===== src/rtl/fir_checker_delay_line.sv =====
// Fixed-depth shift register carrying {valid, addr} from address issue to the
// cycle in which the matching dut_y/exp_y pair is presented.
module fir_checker_delay_line #(
  parameter int DEPTH = 4,
  parameter int WIDTH = 17
) (
  input  logic             clk,
  input  logic             resetn,
  input  logic [WIDTH-1:0] din,
  output logic [WIDTH-1:0] dout
);

  logic [WIDTH-1:0] stages [DEPTH];

  // Shift one stage per cycle; every stage starts empty (valid=0).
  // NOTE: this array is reset on purpose - a stale valid bit left over from an
  // aborted run would otherwise trigger a bogus compare after restart.
  always_ff @(posedge clk or negedge resetn) begin
    if (!resetn) begin
      for (int i = 0; i < DEPTH; i++) stages[i] <= '0;
    end else begin
      stages[0] <= din;
      for (int i = 1; i < DEPTH; i++) stages[i] <= stages[i-1];
    end
  end

  assign dout = stages[DEPTH-1];

endmodule


===== config.mk =====
export PLATFORM = sky130hd
export DESIGN_NAME = fir_checker_delay_line
export DESIGN_NICKNAME = d
export VERILOG_FILES = /design/src/rtl/fir_checker_delay_line.sv
export SDC_FILE = /design/constraint.sdc
export NUM_CORES = 1
export LEC_CHECK = 0
export ABC_CLOCK_PERIOD_IN_PS = 1100
export BUFFER_PORTS_ARGS = -buffer_cell sky130_fd_sc_hd__buf_2
export CAP_MARGIN = 20
export CORE_ASPECT_RATIO = 0.9
export CORE_MARGIN = 4
export CORE_UTILIZATION = 45
export CTS_CLUSTER_SIZE = 10
export DETAILED_ROUTE_END_ITERATION = 6
export HOLD_SLACK_MARGIN = 0.12
export PLACE_DENSITY = 0.65
export SLEW_MARGIN = 20
export SYNTH_ARGS = -nofsm -noshare
export SYNTH_HDL_FRONTEND = slang
export SYNTH_SLANG_ARGS = --single-unit

===== constraint.sdc =====
create_clock -name clk -period 1.1 [get_ports clk]
set_input_delay 0.22 -clock clk [delete_from_list [all_inputs] [get_ports clk]]
set_output_delay 0.22 -clock clk [all_outputs]
set_load 0.01 [all_outputs]

==> flow_metrics.tcl <==
set metrics [dict create \
    status "complete, no violations" \
    grt_max_degree 37 \
    drv_cap 0 \
    cts_inserted_buffers 9 \
    post_cts_buffers 0 \
    final_antenna_net_count 0 \
    gp_congestion 0.616 \
    io_pins 36 \
    hold_path_class "in -> async" \
    postCtsHoldBufs 18 \
    vdd_drop_max_mv 1.11 \
    cts_resized 0 \
    yosysMostFrequentCell "dfrtp_1" \
    nets 153 \
    relSlewSlack 0.880 \
    clock.fmax_mhz 954 \
    multi_input_area_um2 0 \
    synth_edf_count 0 \
    dieHeight_um 68.5 \
    grt_pass1_vias 814 \
    setup-tns-final_ps 0 \
    critPathSlowestCell "dfrtp_1" \
    die_area_um2 5150 \
    cts_tree "built" \
    fin_crit_sh 0.952 \
    required_ps 880 \
    fin_area_um2 2340 \
    cts.reportedPaths.clkPinSlew_ps 60 \
    row_count 21 \
    die_x_um 75.2 \
    drive_gt1_frac 0.355 \
    syn-mean-instance-area_um2 21.5 \
    cts.sinks 68 \
    synth_top_area_frac 0.930 \
    max_slew.worst_pin.slew_ps 180 \
    reg2regPathDepth 0 \
    synthTopCellsByArea "dfrtp_1 (93%), buf_4 (7.0%)" \
    sequentialPowerShare 0.565 \
    drv_slew 0 \
    clockBufferDepth 2 \
    r2r-end "stages[30]" \
    yosysWarnings 0 \
    crit_type "reg -> out" \
    via_per_inst 4.03 \
    power.leakage_nw 1.12 \
    hold_ws_ps 253 \
    drt_iter0_drc 50 \
    cp_top_family "flip-flops" \
    firstDrtPassIters 2 \
    combPwrFrac 0.040 \
    syn-num-nets 104 \
    grt_overflow_total 0 \
    synthCells 85 \
    cp-start-kind "flop" \
    clkPwrFrac 0.395 \
    start_util 0.480 \
    rsz0062_at_grt "false" \
    track_usage 0.108 \
    ys_ff_latch 68 \
    antenna_found_initial 0 \
    rr_startpoint "stages[47]" \
    path_cells "buf_2" \
    max_stage_delay_ps 370 \
    cp.arrival_ps 830 \
    post-route-min-period_ps 1050 \
    ff_latch_area_um2 1700 \
    skew_ps 4.40 \
    diodes 0 \
    cts-root-buf "clkbuf_8" \
    p_int_mw 3.82 \
    place_area_um2 1970 \
    synth_top_area_cell "dfrtp_1" \
    power_density_nw_per_um2 2010 \
    synthArstFlopShare 1.00 \
    area_delta_synth_final_pct 27.8 \
    portBuffers 35 \
    fillCellCount 261 \
    grt_pass1_wl_um 3650 \
    hold_viol_final 0 \
    synth_flop_cell "dfrtp_1" \
    syn_area_um2 1830 \
    synth_cell_types 2 \
    rrSetupSlack_ps 620 \
    coreArea_um2 3810 \
    synth-seq-area-share 0.930 \
    crit_fanout 1 \
    p_sw_mw 0.880 \
    num-multi-input-gates 0 \
    endpoint_kind "primary output" \
    wl_um 2100 \
    route.vias.total 741 \
    finalSetupViolCount 0 \
    clk_latency_ps 310 \
    wl_per_cell_um 11.4 \
    critical_path_buf_inv_count 1 \
    synth_common_cells "dfrtp_1 (68), buf_4 (17)" \
    htree_levels 3 \
    swShare 0.187 \
    drc 0 \
]
[sequential cells by signal, summed over array words and instances (netlist names)]
signal / count
dout: 17
stages: 51
[power groups by stage]
stage,clock network [mW],logic [mW],registers [mW]
2_1_floorplan,0,0.0630,2.69
3_3_place_gp,0,0.143,2.70
3_5_place_dp,0,0.146,2.71
4_1_cts,1.92,0.195,2.66
5_1_grt,2.06,0.213,2.67
6_report,1.86,0.187,2.66
[worst max path at each step]
stage,to,from,depth (start not counted)
2_1_floorplan,dout[0],dout[0],1
3_3_place_gp,dout[8],dout[8],1
3_5_place_dp,dout[0],dout[0],1
4_1_cts,dout[3],dout[3],1
5_1_grt,dout[3],dout[3],1
6_report,dout[8],dout[8],1
[logic make-up (layout without fill, tap and decap cells)]
group,count (synthesis),in the layout,share of synthesized area
flops,68,68,0.930
buf+inv,17,70,0.0698
[metal layers]
layer / wire length [um] / track usage / part of all wire
met1: 795 / 0.115 / 0.38
met2: 1090 / 0.167 / 0.52
met3: 164 / 0.0543 / 0.078
met4: 55 / 0.0721 / 0.026
met5: 0 / 0 / 0
[cells in the final DEF, fill, tap and decap left out]
cell / instances
clkinv_2: 1
dlygate4sd3_1: 18
buf_12: 2
clkbuf_1: 3
bufinv_16: 1
dfrtp_1: 68
clkbuf_8: 10
buf_2: 35
[metrics by stage]
stage	setup WS, ps	power [mW]	utilization	cells
after floorplan	413	2.76	-	85
after global placement	409	2.84	0.518	151
after detailed placement	389	2.85	0.518	151
after CTS	33.4	4.78	0.614	184
after global routing	4.45	4.94	0.614	184
final	52.3	4.70	0.614	184
[layout make-up]
class,instances,area share
flip-flops and latches,68,0.728
repair buffers,55,0.169
clock buffers,13,0.0637
well taps,46,0.0246
clock inverters,2,0.0150
Power figures use the tool's default switching activity.
